$ cat config.mk
export PLATFORM = sky130hd
export DESIGN_NAME = rr_resource_arbiter_flat
export DESIGN_NICKNAME = d
export VERILOG_FILES = /design/src/rtl/rr_resource_arbiter_if.sv /design/src/rtl/rr_resource_arbiter.sv /design/src/flat_wrapper.sv
export SDC_FILE = /design/constraint.sdc
export NUM_CORES = 1
export LEC_CHECK = 0
export CAP_MARGIN = 10
export CORE_MARGIN = 2
export CORE_UTILIZATION = 25
export DETAILED_ROUTE_END_ITERATION = 8
export MAX_ROUTING_LAYER = met4
export SYNTH_ARGS = -nofsm -noshare
export SYNTH_HDL_FRONTEND = slang
export SYNTH_SLANG_ARGS = --single-unit
$ cat constraint.sdc
create_clock -name clk -period 2.9 [get_ports clk]
set_input_delay 0.725 -clock clk [delete_from_list [all_inputs] [get_ports clk]]
set_output_delay 0.725 -clock clk [all_outputs]
set_load 0.005 [all_outputs]
$ cat src/rtl/rr_resource_arbiter_if.sv
// Request/grant bundle between the requesting units and rr_resource_arbiter.
// The master side drives req/done, and the slave (the arbiter) returns grant, sel and status.
interface rr_resource_arbiter_if #(
    parameter int unsigned N    = 4,
    parameter int unsigned SELW = $clog2(N)
);
    logic [N-1:0]    req;
    logic [N-1:0]    done;
    logic [N-1:0]    grant;
    logic [SELW-1:0] sel;
    logic            sel_valid;
    logic            busy;
    logic            timeout;

    modport master (
        output req, done,
        input  grant, sel, sel_valid, busy, timeout
    );

    modport slave (
        input  req, done,
        output grant, sel, sel_valid, busy, timeout
    );
endinterface

$ cat src/rtl/rr_resource_arbiter.sv
// Round-robin owner arbiter for a shared mux-tree datapath. It produces a registered one-hot grant and a binary select.
// Defining ARB_TIMEOUT_EN adds a grant-hold limit of MAX_HOLD cycles. When the limit is hit, the arbiter revokes the grant and pulses timeout.
module rr_resource_arbiter #(
    parameter int unsigned N        = 4,
    parameter int unsigned MAX_HOLD = 16
) (
    input  logic                  clk,
    input  logic                  reset_n,
    rr_resource_arbiter_if.slave  bus
);
    localparam int unsigned SELW = $clog2(N);

    if (N < 2 || N > 8) begin : g_bad_n
        $error("rr_resource_arbiter: N must be in 2..8");
    end
    if (MAX_HOLD < 2 || MAX_HOLD > 255) begin : g_bad_hold
        $error("rr_resource_arbiter: MAX_HOLD must be in 2..255");
    end

    typedef enum logic {IDLE, GRANTED} state_t;

    state_t          state_q, state_d;
    logic [SELW-1:0] owner_q, owner_d;
    logic [SELW-1:0] ptr_q, ptr_d;
    logic [N-1:0]    grant_q, grant_d;
    logic [SELW-1:0] sel_q, sel_d;
    logic            busy_q, busy_d;
    logic            timeout_q, timeout_d;
    logic            rel;
    logic            expire;
    logic [SELW-1:0] nxt_ptr;
    logic [SELW:0]   pick_res;

    // First requester at or after base, wrapping mod N; MSB flags that one was found.
    function automatic logic [SELW:0] pick(input logic [N-1:0] r, input logic [SELW-1:0] base);
        logic [SELW:0] res;
        int unsigned   idx;
        res = '0;
        for (int unsigned k = 0; k < N; k++) begin
            idx = (32'(base) + k) % N;
            if (!res[SELW] && r[SELW'(idx)]) begin
                res = {1'b1, SELW'(idx)};
            end
        end
        return res;
    endfunction

    assign rel     = bus.done[owner_q] | ~bus.req[owner_q];
    assign nxt_ptr = SELW'((32'(owner_q) + 32'd1) % N);

`ifdef ARB_TIMEOUT_EN
    localparam logic [7:0] HOLD_LAST = 8'(MAX_HOLD - 1);

    logic [7:0] hold_q, hold_d;

    // Hold counter restarts on every grant (including a re-grant) and counts unreleased cycles.
    always_comb begin
        hold_d = hold_q;
        if (state_d == GRANTED && (state_q == IDLE || rel || expire)) begin
            hold_d = '0;
        end else if (state_q == GRANTED) begin
            hold_d = hold_q + 8'd1;
        end
    end

    always_ff @(posedge clk or negedge reset_n) begin
        if (!reset_n) begin
            hold_q <= '0;
        end else begin
            hold_q <= hold_d;
        end
    end

    assign expire = (state_q == GRANTED) && (hold_q == HOLD_LAST);
`else
    assign expire = 1'b0;
`endif

    always_ff @(posedge clk or negedge reset_n) begin
        if (!reset_n) begin
            state_q   <= IDLE;
            owner_q   <= '0;
            ptr_q     <= '0;
            grant_q   <= '0;
            sel_q     <= '0;
            busy_q    <= 1'b0;
            timeout_q <= 1'b0;
        end else begin
            state_q   <= state_d;
            owner_q   <= owner_d;
            ptr_q     <= ptr_d;
            grant_q   <= grant_d;
            sel_q     <= sel_d;
            busy_q    <= busy_d;
            timeout_q <= timeout_d;
        end
    end

    // Next state plus next registered outputs; a release re-arbitrates in the same cycle.
    always_comb begin
        state_d   = state_q;
        owner_d   = owner_q;
        ptr_d     = ptr_q;
        timeout_d = 1'b0;
        pick_res  = '0;

        case (state_q)
            IDLE: begin
                pick_res = pick(bus.req, ptr_q);
                if (pick_res[SELW]) begin
                    state_d = GRANTED;
                    owner_d = pick_res[SELW-1:0];
                end
            end
            GRANTED: begin
                if (rel || expire) begin
                    ptr_d     = nxt_ptr;
                    timeout_d = ~rel;
                    pick_res  = pick(bus.req, nxt_ptr);
                    if (pick_res[SELW]) begin
                        owner_d = pick_res[SELW-1:0];
                    end else begin
                        state_d = IDLE;
                    end
                end
            end
            default: state_d = IDLE;
        endcase

        // sel holds its last value in IDLE so the mux inputs do not toggle.
        grant_d = '0;
        sel_d   = sel_q;
        busy_d  = 1'b0;
        if (state_d == GRANTED) begin
            grant_d[owner_d] = 1'b1;
            sel_d            = owner_d;
            busy_d           = 1'b1;
        end
    end

    assign bus.grant     = grant_q;
    assign bus.sel       = sel_q;
    assign bus.sel_valid = busy_q;
    assign bus.busy      = busy_q;
    assign bus.timeout   = timeout_q;
endmodule

$ cat src/flat_wrapper.sv
// flat-port wrapper written by rule: the top's interface ports become plain ports
module rr_resource_arbiter_flat 
#(
    parameter int unsigned N        = 4,
    parameter int unsigned MAX_HOLD = 16
)
  (clk, reset_n, bus_req, bus_done, bus_grant, bus_sel, bus_sel_valid, bus_busy, bus_timeout);
  rr_resource_arbiter_if #(.N(N)) bus_i ();
  input  logic clk;
  input  logic reset_n;
  input wire logic [$bits(bus_i.req)-1:0] bus_req;
  input wire logic [$bits(bus_i.done)-1:0] bus_done;
  output wire logic [$bits(bus_i.grant)-1:0] bus_grant;
  output wire logic [$bits(bus_i.sel)-1:0] bus_sel;
  output wire logic [$bits(bus_i.sel_valid)-1:0] bus_sel_valid;
  output wire logic [$bits(bus_i.busy)-1:0] bus_busy;
  output wire logic [$bits(bus_i.timeout)-1:0] bus_timeout;
  assign bus_i.req = bus_req;
  assign bus_i.done = bus_done;
  assign bus_grant = bus_i.grant;
  assign bus_sel = bus_i.sel;
  assign bus_sel_valid = bus_i.sel_valid;
  assign bus_busy = bus_i.busy;
  assign bus_timeout = bus_i.timeout;
  rr_resource_arbiter #(.N(N), .MAX_HOLD(MAX_HOLD)) u_core (.clk(clk), .reset_n(reset_n), .bus(bus_i));
endmodule
==> results.md, run 1 <==
- Number of synthesized flops with an enable pin: 0
- Highest clock rate: 0.367 GHz
- Critical path capture point type: flip-flop
- Placement Rows: 20
- Final ANT Viol Nets: 0
- Total inserted antenna cells: 0
- Pre-CTS WS: -71.7 ps
- Hold Vio Cnt, Final: 0
- Post-CTS setup buffers: 0
- LEAKAGE: 0.000439 µW
- Final setup vio count: 0
- Crit path largest cell delay: 570 ps
- Die Wd: 61.6 µm
- Final WS setup: 176 ps
- Cell area after layout: 0.00110 mm²
- Total vias in the final route: 810
- Final Critical Period: 2720 ps
- CP startpoint kind: input port
- Total of warnings raised by yosys: 0
- Period utilization: 93.9%
- Largest net degree at the start of global routing: 13
- FF-to-FF Start: u_core.owner_q[0]$_DFF_PN0_
- Syn-to-layout area delta: 33.2%
- Gpl congestion: 0.813
- RR Endpoint: u_core.bus.grant[3]$_DFF_PN0_
- Die area: 0.00380 mm²
- IO buf count: 17
- Sw power: 384 µW
- CP bufs+invs: 1
- Max-Cap Viols: 0
- Post-Route Skew: 1.29 ps
- RSZ-0062 raised after global routing: false
- Detailed-route vias per instance: 5.09
- Hold path depth: 2
- Antenna violations before repair: 0
- Slowest cell on the critical path: or4_4
- Slew margin rel.: 36.9%
- Hold EP: u_core.bus.sel[1]$_DFFE_PN0P_
- CP delay by family, top: compound AO/OA/AOI/OAI gates
- Post-synthesis sequential area ratio: 33.2%
- Setup CP Type: in2reg
- I/O pin count: 19
- Initial drt markers: 19
- DP HPWL: 1.61 mm
- Post-Syn Area: 830 µm²
- Worst-path clk slew: 60 ps
- Clk sinks: 11
- Number of synthesized register bits: 11
- Wire per inst: 13.2 µm
- Syn_area_per_cell: 8.82 µm²
- Core ar.: 0.00310 mm²
- Int Power: 562 µW
- R2R cell count: 5
- CTS Root Cell: clkbuf_4
- Worst path cell trace: clkdlybuf4s50_1 > and4b_1 > or4_4 > o41ai_4 > o21ai_2 > a2111oi_4
- Pwr per Cell Area: 857 mW/mm²
- Critical path arrival: 2880 ps
- Drc violations: 0
- Clock share of power: 10.8%
- Worst vdd ir: 445 µV
- Setup slack, reg-to-reg: 510 ps
- Placed instance area: 0.00108 mm²
- Status: complete, no violations
- Crit path launch: bus_done[3]
- Worst-Skew Late Latency: 270 ps
- Initial Util: 26.7%
- Synth unique cells: 42
- Total wire length: 2.09 mm
- Layout cells sized above 1: 15.7%
- Total power: 946 µW
- Vias in the first global route: 764
- CTS buffer count: 3
- Sequential power share: 31.1%
- CTS Buffer Depth: 2
- CTS H-Tree Depth: 1
- Switching share of power: 40.6%
- Nets: 126
- Combinational share of power: 58.1%
- Aggregate global routing overflow: 0
- Hold WC Path Type: reg2reg
- CTS-repair resized insts: 0
- Post-Synthesis Cells: 94
- WHS: 489 ps
- Synth async-reset ratio: 100%
- CTS tree: yes
- Drt pass-1 iters: 4
- Syn nets: 104
- Gr usage total: 12.6%
- Measured slew at the worst slew-check pin: 942 ps
- Vert. Die Dim: 61.6 µm
- # hold bufs at CTS: 0
- Crit-path max FO: 2
- Hold Crit Start: u_core.bus.sel[1]$_DFFE_PN0P_
- Synth Flop Type: dfrtp_1
- Crit. path cell count: 6
- Max Slew Vio Count: 0
- Req. time, crit path: 3050 ps
- First-pass GRT wire length: 3.35 mm
-- stage by stage --
stage	util, %	instances	setup TNS (ps)
2_1_floorplan	-	94	0
6_report	35.6	159	0
5_1_grt	35.6	159	0
3_3_place_gp	34.8	155	-21.4
4_1_cts	35.6	159	0
3_5_place_dp	34.8	155	-178
-- power groups by stage --
| stage | Clock [µW] | Sequential [µW] | Combinational [µW] |
|---|---|---|---|
| 3_3_place_gp | 0 | 296 | 535 |
| 5_1_grt | 111 | 307 | 600 |
| 3_5_place_dp | 0 | 297 | 546 |
| 4_1_cts | 102 | 295 | 554 |
| 6_report | 102 | 294 | 550 |
| 2_1_floorplan | 0 | 273 | 363 |
-- cell type report --
class	instances	area, µm²
clock buffer	4	26.3
fill	343	2000
inverter	2	7.51
multi-input combinational	72	503
sequential	11	275
tap	44	55.1
timing repair buffer	26	238
-- Yosys cell counts (all sizes together), types with 2 or more instances --
master / instances / share of area [%]
dfrtp: 11 / 33
a21oi: 10 / 6.0
nand2: 10 / 4.5
nor2: 7 / 3.2
nand2b: 6 / 4.5
buf: 5 / 3.5
o21ai: 5 / 3.5
clkbuf: 4 / 1.8
nor4: 3 / 3.0
inv: 2 / 0.91
nor2b: 2 / 1.5
nor4bb: 2 / 2.4
o31ai: 2 / 1.8
o41ai: 2 / 5.3
-- worst reg2reg max path, cell delays in order (launching register included) --
cell	delay [ps]
dfrtp_1	490
and4b_1	280
or4_4	570
o41ai_4	400
o21ai_2	140
a2111oi_4	390
-- layer usage --
| layer | track usage [%] | vias up | part of all wire, % |
|---|---|---|---|
| li1 | - | 389 | - |
| met2 | 21.5 | 24 | 51 |
| met4 | 5.78 | 0 | 1.1 |
| met3 | 1.68 | 4 | 4.5 |
| met1 | 14.4 | 393 | 43 |
| met5 | - | - | 0 |
-- registers in the layout (all words and copies together) (netlist names) --
signal,count
u_core.bus.grant,4
u_core.bus.sel,2
u_core.owner_q,2
u_core.ptr_q,2
u_core.bus.busy,1
-- worst max-delay path by stage --
stage / endpoint / slack [ps]
final: u_core.bus.grant[3]$_DFF_PN0_ / 180
after global routing: u_core.bus.grant[3]$_DFF_PN0_ / 110
after CTS: u_core.bus.grant[3]$_DFF_PN0_ / 160
after detailed placement: u_core.bus.grant[3]$_DFF_PN0_ / -70
after global placement: u_core.bus.grant[3]$_DFF_PN0_ / -10
after floorplan: u_core.bus.grant[3]$_DFF_PN0_ / 420
-- cell usage in the layout, fill, tap and decap left out, types with 2 or more instances in the layout --
cell type and count:
nand2_1 10, inv_1 2, dfrtp_1 11, nor4_1 2, nor4bb_1 2, a21oi_1 10, clkbuf_4 3, o21ai_0 4
nand2b_1 6, clkdlybuf4s50_1 17, o31ai_1 2, nor2b_1 2, buf_4 9, nor2_1 7
-- logic make-up (layout without fill, tap and decap cells) --
family          Yosys count  count (layout)  synth area share (%)
flops                    11              11                  33.2
mux                       1               1                  1.21
compound gates           31              31                  30.9
other cells               1               1                 0.452
xor+xnor                  1               1                  1.06
buf+inv                  11              32                  6.18
simple gates             38              38                  27.0
(Power assumes the default switching activity.)
==> inputs of run 2 (changes only) <==
PLACE_DENSITY = 0.43   (was default)
clock period = 2.6 ns   (was 2.9 ns; I/O delays follow)
==> results.md, run 2 (synthesized netlist as in run 1, its figures left out) <==
- Status: complete, no violations
- Most common cell after layout, fill and taps aside: clkdlybuf4s50_1
- Max-Cap Viols: 0 (unchanged)
- Post-Route Skew: 3.82 ps (+2.52 ps)
- R2R cell count: 5 (unchanged)
- Worst-Skew Late Latency: 260 ps (about the same)
- Setup slack, reg-to-reg: 450 ps (-60 ps)
- Final setup vio count: 0 (unchanged)
- Worst-path clk slew: 70 ps (about the same)
- Aggregate global routing overflow: 0 (unchanged)
- Req. time, crit path: 2760 ps (-290 ps)
- RR Endpoint: u_core.bus.sel[1]$_DFFE_PN0P_
- Core ar.: 0.00310 mm² (unchanged)
- Worst vdd ir: 438 µV (-1.5%)
- CP startpoint kind: input port
- Final WS setup: 73.9 ps (-103 ps)
- Critical path arrival: 2690 ps (-190 ps)
- Hold Vio Cnt, Final: 0 (unchanged)
- Largest net degree at the start of global routing: 13 (unchanged)
- Critical path capture point type: flip-flop
- Syn-to-layout area delta: 40.0%
- Vert. Die Dim: 61.6 µm (unchanged)
- Total vias in the final route: 798 (-1.5%)
- Most frequent cells in the layout: clkdlybuf4s50_1 (17), buf_4 (13), dfrtp_1 (11)
- Multi-input logic area: 529 µm² (+5.2%)
- DP HPWL: 1.62 mm (+0.65%)
- Hold path depth: 2 (unchanged)
- Crit path launch: bus_done[3]
- Gpl congestion: 0.746 (-8.2%)
- Final ANT Viol Nets: 0 (unchanged)
- Setup crit end: u_core.bus.sel[1]$_DFFE_PN0P_
- CTS Buffer Depth: 2 (unchanged)
- Total inserted antenna cells: 0 (unchanged)
- # hold bufs at CTS: 0 (unchanged)
- Die Wd: 61.6 µm (unchanged)
- I/O pin count: 19 (unchanged)
- Layout cells sized above 1: 21.0% (+5.4 points)
- RSZ-0062 raised after global routing: true
- Pre-CTS WS: -278 ps (-207 ps)
- Die area: 0.00380 mm² (unchanged)
- Pwr per Cell Area: 970 mW/mm² (+13%)
- IO buf count: 17 (unchanged)
- Antenna violations before repair: 0 (unchanged)
- Total power: 1130 µW (+19%)
- CTS Root Cell: clkbuf_4
- Final Critical Period: 2530 ps
- Initial drt markers: 37 (+18)
- Max FFs per register: 4 (unchanged)
- DP Cell Count: 159 (+2.6%)
- First-pass GRT wire length: 3.74 mm (+12%)
- Storage cell area: 275 µm² (unchanged)
- LEAKAGE: 0.000463 µW (+5.4%)
- Period utilization: 97.2%
- Initial Util: 26.7% (unchanged)
- Setup CP Type: in2reg
- Max Slew Vio Count: 0 (unchanged)
- Nets: 130 (+3.2%)
- Hold WC Path Type: reg2reg
- CTS tree: yes
- Measured slew at the worst slew-check pin: 541 ps (-400 ps)
- Drt pass-1 iters: 4 (unchanged)
- Total wire length: 2.14 mm (+2.2%)
- Vias in the first global route: 820 (+7.3%)
- Drc violations: 0 (unchanged)
- Highest clock rate: 0.396 GHz
- Crit-path max FO: 5 (+3)
- Wire per inst: 13.1 µm (-0.35%)
- Layout fillers: 341 (-0.58%)
- Clk sinks: 11 (unchanged)
- Post-route non-filler standard cell count: 163 (+2.5%)
- Detailed-route vias per instance: 4.90 (-3.9%)
- CTS buffer count: 3 (unchanged)
- CTS H-Tree Depth: 1 (unchanged)
- Gr usage total: 13.7% (+1.2 points)
- FF-to-FF Start: u_core.owner_q[0]$_DFF_PN0_
- Placement Rows: 20 (unchanged)
- WHS: 503 ps (+14.0 ps)
- Slew margin rel.: 63.9% (+27 points)
==> run 2: power by group <==
part           internal (µW)  switching [µW]
Combinational            371             334
Clock                   59.3            54.3
Sequential               247            60.8
Total                    677             449
==> run 2: how the worst min path moves through the flow <==
stage | start | slack (ps) | to
after floorplan | reset_n | 350 | u_core.bus.busy$_DFF_PN0_
after global placement | u_core.bus.sel[1]$_DFFE_PN0P_ | 470 | u_core.bus.sel[1]$_DFFE_PN0P_
after detailed placement | u_core.bus.sel[1]$_DFFE_PN0P_ | 480 | u_core.bus.sel[1]$_DFFE_PN0P_
after CTS | u_core.bus.sel[1]$_DFFE_PN0P_ | 500 | u_core.bus.sel[1]$_DFFE_PN0P_
after global routing | u_core.bus.sel[1]$_DFFE_PN0P_ | 540 | u_core.bus.sel[1]$_DFFE_PN0P_
final | u_core.bus.sel[1]$_DFFE_PN0P_ | 500 | u_core.bus.sel[1]$_DFFE_PN0P_
==> run 2: cell type report <==
| class | count | share of cell area [%] |
|---|---|---|
| clock buffers | 4 | 2.26 |
| inverters | 2 | 0.647 |
| multi-input cells | 72 | 45.6 |
| flip-flops and latches | 11 | 23.7 |
| well taps | 44 | 4.74 |
| repair buffers | 30 | 23.1 |
==> run 2: through the flow <==
step                      cell area [µm²]  util (%)  setup TNS, ps
after floorplan                       830         -              0
after global placement               1110      35.7          -1760
after detailed placement             1110      35.7          -1710
after CTS                            1140      36.7              0
after global routing                 1160      37.4          -3.80
final                                1160      37.4              0
==> run 2: per-layer routing <==
| metal | GRT usage, % | wire (µm) |
|---|---|---|
| met3 | 1.26 | 63 |
| met1 | 17.8 | 1020 |
| met2 | 22.0 | 1040 |
| met5 | - | 0 |
| met4 | 5.47 | 17 |
==> run 2: critical path, stage by stage <==
cell	delay, ps
clkdlybuf4s50_1	450
and4b_1	200
or4_4	580
o41ai_4	400
a21oi_2	130
o31ai_1	280
==> run 2: repair_timing <==
action | 4_1_cts | 5_1_grt
gates cloned | 0 | 0
hold endpoints to repair | 0 | 0
pin swaps | 0 | 1
endpoints found under the setup margin | 3 | 6
gates resized for setup | 1 | 3
setup buffers | 0 | 0
